$ cat config.mk
export PLATFORM = sky130hd
export DESIGN_NAME = filtr_sampler
export DESIGN_NICKNAME = d
export VERILOG_FILES = /design/src/rtl/filtr_sampler.sv
export SDC_FILE = /design/constraint.sdc
export NUM_CORES = 1
export LEC_CHECK = 0
export CAP_MARGIN = 10
export CORE_AREA = 2 2 66 68
export CTS_CLUSTER_DIAMETER = 150
export DETAILED_ROUTE_END_ITERATION = 8
export DIE_AREA = 0 0 68 70
export PLACE_DENSITY = 0.8
export SKIP_CTS_REPAIR_TIMING = 1
export SLEW_MARGIN = 20
export SYNTH_ARGS = -nofsm -noshare
export SYNTH_HDL_FRONTEND = slang
export SYNTH_SLANG_ARGS = --single-unit
$ cat constraint.sdc
create_clock -name clk -period 4.41 [get_ports clk]
set_input_delay 0.882 -clock clk [delete_from_list [all_inputs] [get_ports clk]]
set_output_delay 0.882 -clock clk [all_outputs]
set_load 0.005 [all_outputs]
$ cat src/rtl/filtr_sampler.sv
// filtr_sampler
//   Sample-rate sequencer in front of the adaptive notch filter. A down-counter
//   divides clk into a sample tick. Each accepted tick latches adc_in into
//   data_in and fires a one-cycle sample_trig. The block then waits for
//   filter_done and registers filter_out with a one-cycle out_valid. A tick
//   that lands while a computation is still in flight is dropped and flagged
//   on overrun.
//
//   Optional feature macro: FILTR_SAMPLER_OVR_CNT_EN
//     defined   : 8-bit saturating dropped-tick counter drives ovr_cnt
//     undefined : ovr_cnt is tied to 0; the overrun pulse still works
//
// Ports
//   clk          single clock, rising edge
//   reset        synchronous, active-low
//   en           run enable
//   div          sample period minus one (values below 3 act as 3)
//   adc_in       raw input sample
//   data_in      held sample presented to the filter
//   sample_trig  one-cycle start pulse to the filter
//   filter_done  completion strobe from the filter
//   filter_out   filter result
//   out_data     captured filter result
//   out_valid    one-cycle pulse, out_data is new
//   busy         computation in flight (TRIG or BUSY)
//   overrun      one-cycle pulse, a tick was dropped
//   ovr_cnt      saturating dropped-tick count
module filtr_sampler #(
  parameter int DATA_SIZE = 5,
  parameter int DIV_WIDTH = 16
) (
  input  logic                 clk,
  input  logic                 reset,
  input  logic                 en,
  input  logic [DIV_WIDTH-1:0] div,
  input  logic [DATA_SIZE-1:0] adc_in,
  output logic [DATA_SIZE-1:0] data_in,
  output logic                 sample_trig,
  input  logic                 filter_done,
  input  logic [DATA_SIZE-1:0] filter_out,
  output logic [DATA_SIZE-1:0] out_data,
  output logic                 out_valid,
  output logic                 busy,
  output logic                 overrun,
  output logic [7:0]           ovr_cnt
);

  typedef enum logic [1:0] {
    ST_IDLE,
    ST_WAIT,
    ST_TRIG,
    ST_BUSY
  } state_t;

  localparam logic [DIV_WIDTH-1:0] DIV_MIN = DIV_WIDTH'(3);

  state_t               state_reg, state_next;
  logic [DIV_WIDTH-1:0] cnt_reg, cnt_next;
  logic                 pending_reg, pending_next;
  logic [DATA_SIZE-1:0] data_in_reg, out_data_reg;
  logic                 out_valid_reg, overrun_reg;

  logic [DIV_WIDTH-1:0] eff_div;
  logic                 tick;
  logic                 latch_en;
  logic                 capture_en;
  logic                 drop;

  // Periods shorter than 4 cycles cannot fit TRIG + one filter cycle + WAIT.
  assign eff_div = (div < DIV_MIN) ? DIV_MIN : div;

  // The divider only produces ticks while running; in IDLE it is merely loaded.
  assign tick = (state_reg != ST_IDLE) && en && (cnt_reg == '0);

  // A tick is lost when a computation is in flight and not finishing right now.
  // filter_done during TRIG does not count as finishing.
  assign drop = tick && ((state_reg == ST_TRIG) ||
                         ((state_reg == ST_BUSY) && !filter_done));

  // Divider: load on the first enabled IDLE cycle, then count down and reload
  // on the tick. Holding while en is low freezes it.
  always_comb begin
    cnt_next = cnt_reg;
    if (state_reg == ST_IDLE) begin
      if (en) begin
        cnt_next = eff_div;
      end
    end else if (en) begin
      if (cnt_reg == '0) begin
        cnt_next = eff_div;
      end else begin
        cnt_next = cnt_reg - DIV_WIDTH'(1);
      end
    end
  end

  // Sequencer next-state and datapath strobes.
  always_comb begin
    state_next   = state_reg;
    pending_next = pending_reg;
    latch_en     = 1'b0;
    capture_en   = 1'b0;

    case (state_reg)
      ST_IDLE: begin
        pending_next = 1'b0;
        if (en) begin
          state_next = ST_WAIT;
        end
      end
      ST_WAIT: begin
        if (!en) begin
          state_next = ST_IDLE;
        end else if (tick || pending_reg) begin
          // A pending tick latches the sample present now, one cycle late.
          latch_en     = 1'b1;
          pending_next = 1'b0;
          state_next   = ST_TRIG;
        end
      end
      ST_TRIG: begin
        state_next = ST_BUSY;
      end
      ST_BUSY: begin
        if (filter_done) begin
          capture_en = 1'b1;
          state_next = en ? ST_WAIT : ST_IDLE;
          // Tick coinciding with completion is kept instead of dropped.
          if (tick) begin
            pending_next = 1'b1;
          end
        end
      end
      default: begin
        state_next = ST_IDLE;
      end
    endcase

    if (!en) begin
      pending_next = 1'b0;
    end
  end

  always_ff @(posedge clk) begin
    if (!reset) begin
      state_reg     <= ST_IDLE;
      cnt_reg       <= '0;
      pending_reg   <= 1'b0;
      data_in_reg   <= '0;
      out_data_reg  <= '0;
      out_valid_reg <= 1'b0;
      overrun_reg   <= 1'b0;
    end else begin
      state_reg     <= state_next;
      cnt_reg       <= cnt_next;
      pending_reg   <= pending_next;
      out_valid_reg <= capture_en;
      overrun_reg   <= drop;
      if (latch_en) begin
        data_in_reg <= adc_in;
      end
      if (capture_en) begin
        out_data_reg <= filter_out;
      end
    end
  end

`ifdef FILTR_SAMPLER_OVR_CNT_EN
  logic [7:0] ovr_cnt_reg;

  always_ff @(posedge clk) begin
    if (!reset) begin
      ovr_cnt_reg <= 8'd0;
    end else if (drop && (ovr_cnt_reg != 8'hFF)) begin
      ovr_cnt_reg <= ovr_cnt_reg + 8'd1;
    end
  end

  assign ovr_cnt = ovr_cnt_reg;
`else
  assign ovr_cnt = 8'd0;
`endif

  assign data_in     = data_in_reg;
  assign out_data    = out_data_reg;
  assign out_valid   = out_valid_reg;
  assign overrun     = overrun_reg;
  assign sample_trig = (state_reg == ST_TRIG);
  assign busy        = (state_reg == ST_TRIG) || (state_reg == ST_BUSY);

endmodule
# After elaboration in Yosys (flattened, before gate mapping)
# Cells that the tools add are included.
# W data, S select, Z words.
dict set report word_totals {
  register_bits 31
  inputBits 30
}
dict set report classes {
  n_addsub 1
  n_lt_le_gt_ge 1
  n_eq_ne 8
  muxes 20
  n_reduce_logical 15
}
# cell n
set op_table {}
lappend op_table {{$mux W16} 5}
lappend op_table {{$logic_not A16 Y1} 1}
lappend op_table {{$lt A16 B2 Y1 const B} 1}
lappend op_table {{$sub A16 B1 Y16 const B} 1}
lappend op_table {{$mux W1} 9}
lappend op_table {{$mux W2} 4}
lappend op_table {{$ne A2 B2 Y1 const B} 4}
lappend op_table {{$pmux W2 S4} 1}
lappend op_table {{$eq A2 B2 Y1 const B} 2}
lappend op_table {{$logic_and A1 B1 Y1} 4}
lappend op_table {{$reduce_and A4 Y1} 1}
lappend op_table {{$logic_or A1 B1 Y1} 3}
lappend op_table {{$ne A3 B3 Y1 const B} 1}
lappend op_table {{$pmux W1 S3} 1}
lappend op_table {{$reduce_and A3 Y1} 1}
lappend op_table {{$reduce_bool A3 Y1} 1}
lappend op_table {{$eq A2 B1 Y1 const B} 1}
lappend op_table {{$logic_not A2 Y1} 1}
lappend op_table {{$reduce_and A2 Y1} 1}
lappend op_table {{$reduce_bool A2 Y1} 1}
lappend op_table {{$logic_not A1 Y1} 1}

# Depth between registers and ports, before layout
dict set report logic_depth {
  depth_word 7
  ltp_mapped 8
}

# Worst setup path after synthesis
# Ideal clock, no wire load.
dict set report synth_path {
  path_kind {register to register}
  startpoint {register cnt_reg[0]}
  endpoint {register cnt_reg[12]}
  setup_time_ns 0.122
  arrival_ns 1.698
  t_required_ns 4.288
  slack_ns 2.590
  path_stages_with_launch 8
  n_path_buf 1
  path_cell_list {dfxtp_1 > inv_1 > ha_1 > or4b_1 > clkbuf_1 > or4_1 > nand4_1 > nand3b_1}
}
dict set report synth_via {
  elab_chain_len 4
  word_cells_on_any_way 5
  classes_between {add/sub (1); mux (3); reduce/logical (1)}
}
# element line
set synth_rtl {}
lappend synth_rtl {{from (decl)} 58} ;# logic [DIV_WIDTH-1:0] cnt_reg, cnt_next;
lappend synth_rtl {{from (signal assigned)} 155} ;# cnt_reg <= cnt_next;
lappend synth_rtl {{$sub A16 B1 Y16 / $logic_not A16 Y1 (equally long branches)} {92, 89}}
lappend synth_rtl {{$mux W16 (*)} 89} ;# if (cnt_reg == '0) begin
lappend synth_rtl {{$mux W16 (*)} 88} ;# end else if (en) begin
lappend synth_rtl {{$mux W16 (*)} 84} ;# if (state_reg == ST_IDLE) begin
# Every way passes the cells marked *; elsewhere a longest branch is shown, timed or not. The select of a mux whose other input is x is not followed.
# A chain may end at the register's enable or synchronous reset.

# Worst setup path after layout
dict set report layout_path {
  startpoint {input port en}
  endpoint {register data_in_reg[0] (netlist: data_in[0])}
}
dict set report layout_via {
  elab_chain_len 6
}
# element line
set layout_rtl {}
lappend layout_rtl {{from (decl)} 34} ;# input logic en,
lappend layout_rtl {{$logic_and A1 B1 Y1 (2 in a row)} 73} ;# assign tick = (state_reg != ST_IDLE) && en && (cnt_reg == '0);
lappend layout_rtl {{$logic_or A1 B1 Y1} 114} ;# end else if (tick || pending_reg) begin
lappend layout_rtl {{$mux W1} 114}
lappend layout_rtl {{$mux W1 (*)} 112} ;# if (!en) begin
lappend layout_rtl {{$mux W1 (*)} 104} ;# case (state_reg)
lappend layout_rtl {{to (signal assigned)} 160} ;# data_in_reg <= adc_in;
lappend layout_rtl {{to (decl)} 60} ;# logic [DATA_SIZE-1:0] data_in_reg, out_data_reg;
# Every way passes the cells marked *; elsewhere a longest branch is shown, timed or not.

==> run_results.csv <==
group,metric,value,unit
timing,fin_setup_tns,0,ns
synthesis,yosysSeqAreaShare,0.3376,
final_layout,nNetsFinal,291,
critical_path,worst_ep_arrival_time,2.61,ns
timing,min_period,2.397,ns
placement,place_inst,304,
synthesis,ys_async_sr_fraction,0,
global_route,grt_pass1_vias,1581,
synthesis,ys.flop_type,"dfxtp_1",
floorplan,rows,24,
timing,slew_viol_final,0,
power_and_ir_drop,power,0.7357,mW
global_route,grt_overflow,0,
synthesis,synth_edf_count,0,
timing,finalHoldViolations,0,
synthesis,ys_types,51,
critical_path,worst-path-max-fanout,24,
floorplan,initial_core_util,0.4435,
min_path,hp-class,"reg -> reg",
timing,fmax,417.1,MHz
critical_path,critPathKind,"in -> reg",
final_layout,drive_gt1_frac,0.06950,
synthesis,synthTopCellsByArea,"dfxtp_1 (34%), mux2i_1 (6.5%), nor2_1 (5.1%)",
timing,fin_worst_skew,0.008447,ns
critical_path,start_kind,"input pin",
global_route,grt_pass1_wl,7286,µm
clock_network,root_buffer,"clkbuf_8",
global_route,grt_busiest_layer,"met2",
clock_network,clkSinkCount,31,
critical_path,path_cells,"clkdlybuf4s50_1 -> buf_4 -> o211a_1 -> mux2i_1",
clock_network,clockBufferDepth,2,
critical_path,critPathSlowestCell,"clkdlybuf4s50_1",
placement,hpwl,3171,µm
synthesis,yosys_warnings,0,
critical_path,worstPathRequired,4.63,ns
clock_network,cts_made_buffers,5,
critical_path,r2r_setup_slack,2.30,ns
placement,gp_congestion,0.8485,
flow_run,max-cap-violations,0,
floorplan,fp.dieArea,4760,µm²
critical_path,max_stage_delay,0.83,ns
final_layout,fin_cells,311,
outcome,outcome,"complete, no violations",
power_and_ir_drop,powerDensity,312.3,nW/µm²
final_layout,utilization,0.5685,
timing,worst_slack,2.013,ns
floorplan,io_pins,52,
drt,viasPerCell,5.595,
final_layout,fin_area,2356,µm²
drt,drc,0,
clock_network,cts.htree.levels,2,
timing,min_period_over_period,0.5436,
drt,route.vias.total,1740,
final_layout,final_cell_mix,"clkdlybuf4s50_1 (43), dfxtp_1 (31), nor2_1 (25)",
timing,setup_viol,0,
critical_path,crit_path_end,"data_in[0]$_SDFFE_PN0P_",
critical_path,worstReg2RegStart,"cnt_reg[0]$_SDFFE_PN0P_",
critical_path,startpoint,"en",
critical_path,setup.worst_path.end_class,"flip-flop",
final_layout,largest_reg_flops,16,
timing,worst_pin_slew,0.5737,ns
synthesis,yosys.area.top_type,"dfxtp_1",
synthesis,yosysTopAreaCellShare,0.3376,
drt,drtIter0Drc,133,
timing,grt_setup_unrepaired,"no",
power_and_ir_drop,power.leakage,0.8692,nW
placement,io_buffers,43,
synthesis,postSynthCellCount,221,
final_layout,final_common_cell,"clkdlybuf4s50_1",
synthesis,synth_seq_cells,31,
global_route,grtUsageMet2,0.2859,
global_route,antenna_found_initial,0,
clock_network,tritoncts,"done",
timing,relSlewSlack,0.6164,
final_layout,num_antenna_cells,0,
placement,place_area,2253,µm²
min_path,hp-start,"data_in[3]$_SDFFE_PN0P_",
global_route,met3_usage,0.05797,
placement,place_ws,1.711,ns
clock_network,clk_pin_slew,0.06,ns
synthesis,synthesis.area,1838,µm²
floorplan,core_area,4144,µm²
drt,routed_wl,4452,µm
drt,drt-pass1-iter-count,4,
final_layout,area_delta_synth_final,28.18,%
synthesis,synth_area_per_cell,8.317,µm²
critical_path,worst_r2r_path_depth,7,
global_route,grt_max_degree,33,
floorplan,die_w,68,µm
global_route,met1_usage,0.2812,
timing,hold_ws,0.4598,ns
global_route,grt_usage,0.2008,
critical_path,r2r_end,"cnt_reg[12]$_SDFFE_PN0P_",
drt,drtAntennaViolNets,0,
power_and_ir_drop,ir_worst_vdd,0.0001857,V
floorplan,dieHeight,70,µm
clock_network,clk_latency,0.28,ns
drt,wire_per_inst,14.32,µm
==> worst max-delay path: cells and delay by family <==
| family | cells | cell delay [ns] |
|---|---|---|
| buffers and inverters | 2 | 1.18 |
| AO/OA/AOI/OAI | 1 | 0.34 |
| multiplexers | 1 | 0.21 |
==> worst min-delay path by stage <==
stage | endpoint | cells past startpoint
final | data_in[3]$_SDFFE_PN0P_ | 2
after CTS | data_in[3]$_SDFFE_PN0P_ | 2
after global routing | data_in[3]$_SDFFE_PN0P_ | 2
after global placement | data_in[4]$_SDFFE_PN0P_ | 2
after floorplan | data_in[0]$_SDFFE_PN0P_ | 2
after detailed placement | data_in[3]$_SDFFE_PN0P_ | 2
==> kinds of logic (layout without fill, tap and decap cells) <==
logic type,count (synthesis),after routing,share of synthesized area
flops,31,31,0.3376
mux,14,14,0.07761
buf+inv,25,56,0.07419
fa+ha+maj,2,2,0.01361
simple gates,104,104,0.3172
compound gates,44,44,0.1777
other cells,1,8,0.002040
==> layer usage <==
metal | routed length, µm | vias to the layer above | share of wire
li1 | - | 876 | -
met1 | 2053 | 795 | 0.46
met2 | 2031 | 61 | 0.46
met3 | 293 | 8 | 0.066
met4 | 74 | 0 | 0.017
met5 | 0 | - | 0
==> cell usage after synthesis, types with 2 or more instances <==
cell type	n
a211oi_1	4
a21bo_2	2
a21oi_1	2
a311oi_1	2
a31oi_1	5
a32o_1	3
and4_1	2
buf_4	9
clkbuf_1	10
dfxtp_1	31
ha_1	2
inv_1	3
mux2i_1	12
nand2_1	21
nand3_1	8
nand3b_1	2
nand4_1	7
nand4b_1	2
nor2_1	25
nor2b_1	6
nor3_1	7
nor3_2	2
nor3b_1	4
nor4_1	7
nor4b_1	2
o21ai_0	12
o22ai_1	3
o31a_1	2
or4_1	2
==> cell type report <==
class,instances,area [µm²]
Fill cell,383,1788
Multi-Input combinational cell,172,1107
Sequential cell,31,620.6
Timing Repair Buffer,45,445.4
Clock buffer,6,72.57
Tap cell,52,65.06
Clock inverter,1,30.03
Inverter,4,15.01
==> report_power, final <==
part	internal (mW)	total [mW]	switching [mW]
registers	0.294	0.313	0.0192
logic	0.0704	0.157	0.0861
clock network	0.165	0.266	0.101
total	0.530	0.736	0.206
No activity file was read; power rests on OpenSTA's default activity.
